File: src/rtl/gray_frame_writer.sv
// Grayscale frame-buffer writer: accepts 8-bit pixels over valid/ready and writes
// them in raster order through a single-entry request register to a frame buffer.
module gray_frame_writer #(
    parameter int H      = 391,
    parameter int W      = 317,
    parameter int ADDR_W = 32
) (
    input  logic              clk,
    input  logic              rst,
    input  logic              start,
    input  logic              in_valid,
    input  logic [7:0]        in_data,
    output logic              in_ready,
    output logic              mem_we,
    output logic [ADDR_W-1:0] mem_addr,
    output logic [7:0]        mem_wdata,
    input  logic              mem_ready,
    output logic              busy,
    output logic              frame_done,
    output logic              overflow
);

    localparam int ROW_W = (H > 1) ? $clog2(H) : 1;
    localparam int COL_W = (W > 1) ? $clog2(W) : 1;
    localparam logic [ROW_W-1:0] ROW_LAST = ROW_W'(H - 1);
    localparam logic [COL_W-1:0] COL_LAST = COL_W'(W - 1);

    typedef enum logic [1:0] {
        IDLE    = 2'd0,
        CAPTURE = 2'd1,
        FLUSH   = 2'd2
    } state_t;

    state_t             state;
    logic [ADDR_W-1:0]  pix_cnt;
    logic [ROW_W-1:0]   row;
    logic [COL_W-1:0]   col;
    logic               accept;
    logic               retire;
    logic               last_pix;

    // The request register can take a new pixel whenever it is empty or is
    // being retired on this very edge, giving one pixel per cycle.
    assign retire   = mem_we & mem_ready;
    assign in_ready = (state == CAPTURE) & (~mem_we | mem_ready);
    assign accept   = in_valid & in_ready;
    assign last_pix = (row == ROW_LAST) && (col == COL_LAST);
    assign busy     = (state != IDLE);

    always_ff @(posedge clk) begin
        if (rst) begin
            state      <= IDLE;
            mem_we     <= 1'b0;
            mem_addr   <= '0;
            mem_wdata  <= '0;
            frame_done <= 1'b0;
            overflow   <= 1'b0;
            pix_cnt    <= '0;
            row        <= '0;
            col        <= '0;
        end else begin
            frame_done <= 1'b0;
            case (state)
                IDLE: begin
                    if (in_valid)
                        overflow <= 1'b1;
                    // frame_done is still high on the first IDLE cycle; a start
                    // coinciding with it belongs to the finished frame and is dropped.
                    if (start && !frame_done) begin
                        state    <= CAPTURE;
                        pix_cnt  <= '0;
                        row      <= '0;
                        col      <= '0;
                        overflow <= 1'b0;
                    end
                end
                CAPTURE: begin
                    if (retire)
                        mem_we <= 1'b0;
                    if (accept) begin
                        mem_we    <= 1'b1;
                        mem_wdata <= in_data;
                        mem_addr  <= pix_cnt;
                        pix_cnt   <= pix_cnt + ADDR_W'(1);
                        if (col == COL_LAST) begin
                            col <= '0;
                            row <= row + ROW_W'(1);
                        end else begin
                            col <= col + COL_W'(1);
                        end
                        if (last_pix)
                            state <= FLUSH;
                    end
                end
                FLUSH: begin
                    if (retire) begin
                        mem_we     <= 1'b0;
                        frame_done <= 1'b1;
                        state      <= IDLE;
                    end
                end
                default: state <= IDLE;
            endcase
        end
    end

endmodule

File: config.mk
export PLATFORM = sky130hd
export DESIGN_NAME = gray_frame_writer
export DESIGN_NICKNAME = d
export VERILOG_FILES = /design/src/rtl/gray_frame_writer.sv
export SDC_FILE = /design/constraint.sdc
export NUM_CORES = 1
export LEC_CHECK = 0
export CAP_MARGIN = 40
export CORE_ASPECT_RATIO = 0.7
export CORE_UTILIZATION = 40
export CTS_CLUSTER_SIZE = 10
export DETAILED_ROUTE_END_ITERATION = 8
export HOLD_SLACK_MARGIN = 0.1
export PLACE_DENSITY_LB_ADDON = 0.25
export SYNTH_ARGS = -nofsm -noshare
export SYNTH_HDL_FRONTEND = slang
export SYNTH_SLANG_ARGS = --single-unit
File: constraint.sdc
create_clock -name clk -period 2.83 [get_ports clk]
set_input_delay 0.4245 -clock clk [delete_from_list [all_inputs] [get_ports clk]]
set_output_delay 0.4245 -clock clk [all_outputs]
set_load 0.01 [all_outputs]
==> impl_metrics.json <==
{
  "status": "complete, but fails checks",
  "violations": "design-rule violations",
  "synth_edf_count": 0,
  "multiInputGateArea_um2": 2210,
  "hp-start": "mem_wdata[7]",
  "antenna_found_initial": 0,
  "drc": 8,
  "arrival_ps": 2000,
  "clock_latency_ps": 340,
  "dieHeight_um": 88.3,
  "cts_repair_resize_count": 0,
  "synthCells": 524,
  "synth_top_area_share_pct": 44.7,
  "cts_max_path_buffers": 2,
  "cp-end-kind": "output pin",
  "hp-class": "flop to flop",
  "syn_avg_cell_area_um2": 8.13,
  "cts-buffers-inserted": 9,
  "overflow": 0,
  "setup_viol": 0,
  "syn_area_um2": 4260,
  "yosysMostFrequentCell": "nand2_1",
  "final_hold_viol_count": 0,
  "seq_area_frac_synth_pct": 44.7,
  "postCtsSetupRepairBufs": 0,
  "cts_hold_buf": 0,
  "r2r_slack_ps": 470,
  "setup-tns-final_ps": 0,
  "gp_congestion": 0.805,
  "clk_pin_slew_worst_paths_ps": 70,
  "vias": 3835,
  "max_freq_ghz": 0.413,
  "fill_cells": 979,
  "cellPowerDensity_nw_per_um2": 627,
  "min_to": "mem_wdata[7]",
  "worstReg2RegStart": "state[1]",
  "r2r_end": "pix_cnt[27]",
  "synthFlopType": "dfxtp_1",
  "track_usage_pct": 19.6,
  "wl_mm": 10.2,
  "drive_above_1_share_pct": 6.20,
  "yosys_register_bits": 95,
  "worst_pin_slew_ps": 586,
  "hold-path-cell-count": 2,
  "grtUsageMet3_pct": 5.93,
  "cp_data_required_time_ps": 2410,
  "worstPathMaxFanout": 8,
  "h-tree-depth": 3,
  "synthTopCellsByCount": "nand2_1, dfxtp_1, a21oi_1",
  "cts_tree": "done",
  "fin_crit_ps": 2420,
  "grt_max_degree": 42,
  "cp-start-kind": "flop",
  "rsz0062_at_grt": "no",
  "yosysUniqueCellTypes": 49,
  "drt_pre_antenna_iters": 9,
  "fin_crit_sh_pct": 85.6,
  "area_delta_synth_final_pct": 23.6,
  "io_buffer_count": 57,
  "grt_pass1_wl_mm": 17.2,
  "seqCellArea_um2": 1900,
  "synthTopCellsByArea": "dfxtp_1, nand2_1, a21oi_1, xnor2_1, nor2_1",
  "rows": 31,
  "start_util_pct": 41.1,
  "ant_nets": 0,
  "met1_usage_pct": 26.7,
  "place_ws_ps": 298,
  "io_pins": 58,
  "die-width_um": 125,
  "syn_nets": 545,
  "leakage_nw": 1.69,
  "coreArea_um2": 10400,
  "rr_worst_depth": 8,
  "fin_worst_skew_ps": 7.24,
  "clkSinkCount": 95,
  "die-area_um2": 11100,
  "diodes": 0,
  "synth_top_cell_by_area": "dfxtp_1",
  "grt_pass1_vias": 3531,
  "cts_root_buffer": "clkbuf_16",
  "synth_async_sr_flop_share_pct": 0,
  "slew_viol_final": 0,
  "dr.first_iter.drc_count": 332,
  "route.detailed.wl_per_inst_um": 14.3,
  "vdd_drop_max_uv": 515,
  "hpwl_mm": 7.09,
  "maxCapViolations": 0,
  "nets": 597,
  "vias_per_cell": 5.38,
  "met2_usage_pct": 30.5,
  "slew_headroom_pct": 60.8,
  "setup_ws_ps": 408,
  "crit_type": "flop to output pin",
  "yosys_warnings": 0,
  "grt-busiest-layer": "met2"
}
[layout by cell type, fill, tap and decap left out, drive strengths merged, types with 8 or more instances in the layout]
cell type,synthesis,routed
clkbuf,22,10
nor4,9,9
buf,4,11
nand3,17,17
clkdlybuf4s50,0,56
nand2b,8,8
or3,13,13
ha,8,8
inv,12,13
nand2,107,107
a21oi,68,68
nor2,30,30
o21ai,19,19
xnor2,15,15
dfxtp,95,95
nand4,19,19
[worst max path at each step]
stage | from | to | slack (ps) | cells past startpoint
2_1_floorplan | state[0] | pix_cnt[30] | 820 | 7
3_3_place_gp | mem_ready | pix_cnt[31] | 340 | 6
3_5_place_dp | mem_ready | pix_cnt[27] | 300 | 6
4_1_cts | state[1] | in_ready | 390 | 5
5_1_grt | state[1] | pix_cnt[29] | 280 | 8
6_report | state[1] | in_ready | 410 | 5
[per-layer routing]
| metal | vias up | share of wire, % |
|---|---|---|
| li1 | 1947 | - |
| met1 | 1792 | 51 |
| met2 | 87 | 42 |
| met3 | 9 | 5.4 |
| met4 | 0 | 0.93 |
| met5 | - | 0 |
[sequential cells by signal, summed over array words and instances, names as in the netlist]
signal and flops:
mem_wdata 8, col 9, pix_cnt 32, row 9, mem_addr 32, state 2
overflow 1, mem_we 1, frame_done 1
[critical path: stages (launching register included)]
cell             delay [ps]
dfxtp_1                 330
inv_1                    80
ha_1                    240
clkinv_1                280
nor2_1                  180
clkdlybuf4s50_1         540
[kinds of logic (layout without fill, tap and decap cells)]
| logic type | Yosys count | in the layout | share of synthesized area (%) |
|---|---|---|---|
| flip-flops | 95 | 95 | 44.7 |
| buffers and inverters | 39 | 96 | 3.56 |
| adder cells (fa/ha/maj) | 8 | 8 | 2.35 |
| multiplexers | 2 | 2 | 0.470 |
| AND/OR/NAND/NOR | 251 | 251 | 30.2 |
| AO/OA/AOI/OAI | 109 | 109 | 14.7 |
| XOR/XNOR | 20 | 20 | 4.11 |
[power breakdown]
group / leakage, nW / total, mW / internal (mW) / switching [mW]
sequential: 0.766 / 1.41 / 1.38 / 0.0329
combinational: 0.790 / 0.732 / 0.250 / 0.482
clock: 0.131 / 1.16 / 0.623 / 0.535
total: 1.69 / 3.30 / 2.25 / 1.05
[final cells by class]
class	instances	area share, %
Sequential cell	95	36.1
Clock buffer	10	4.54
Timing Repair Buffer	67	12.4
Tap cell	132	3.14
Multi-Input combinational cell	390	42.0
Inverter	13	0.927
Clock inverter	6	0.856
[through the flow]
stage | hold WS (ps) | total power [mW] | cells | util [%] | instance area [µm²]
after global placement | 441 | 2.15 | 697 | 48.1 | 4980
after global routing | 477 | 3.48 | 713 | 50.8 | 5260
after detailed placement | 448 | 2.17 | 697 | 48.1 | 4980
after CTS | 458 | 3.34 | 713 | 50.8 | 5260
final | 453 | 3.30 | 713 | 50.8 | 5260
after floorplan | 440 | 1.90 | 524 | - | 4260
Power figures use the tool's default switching activity.
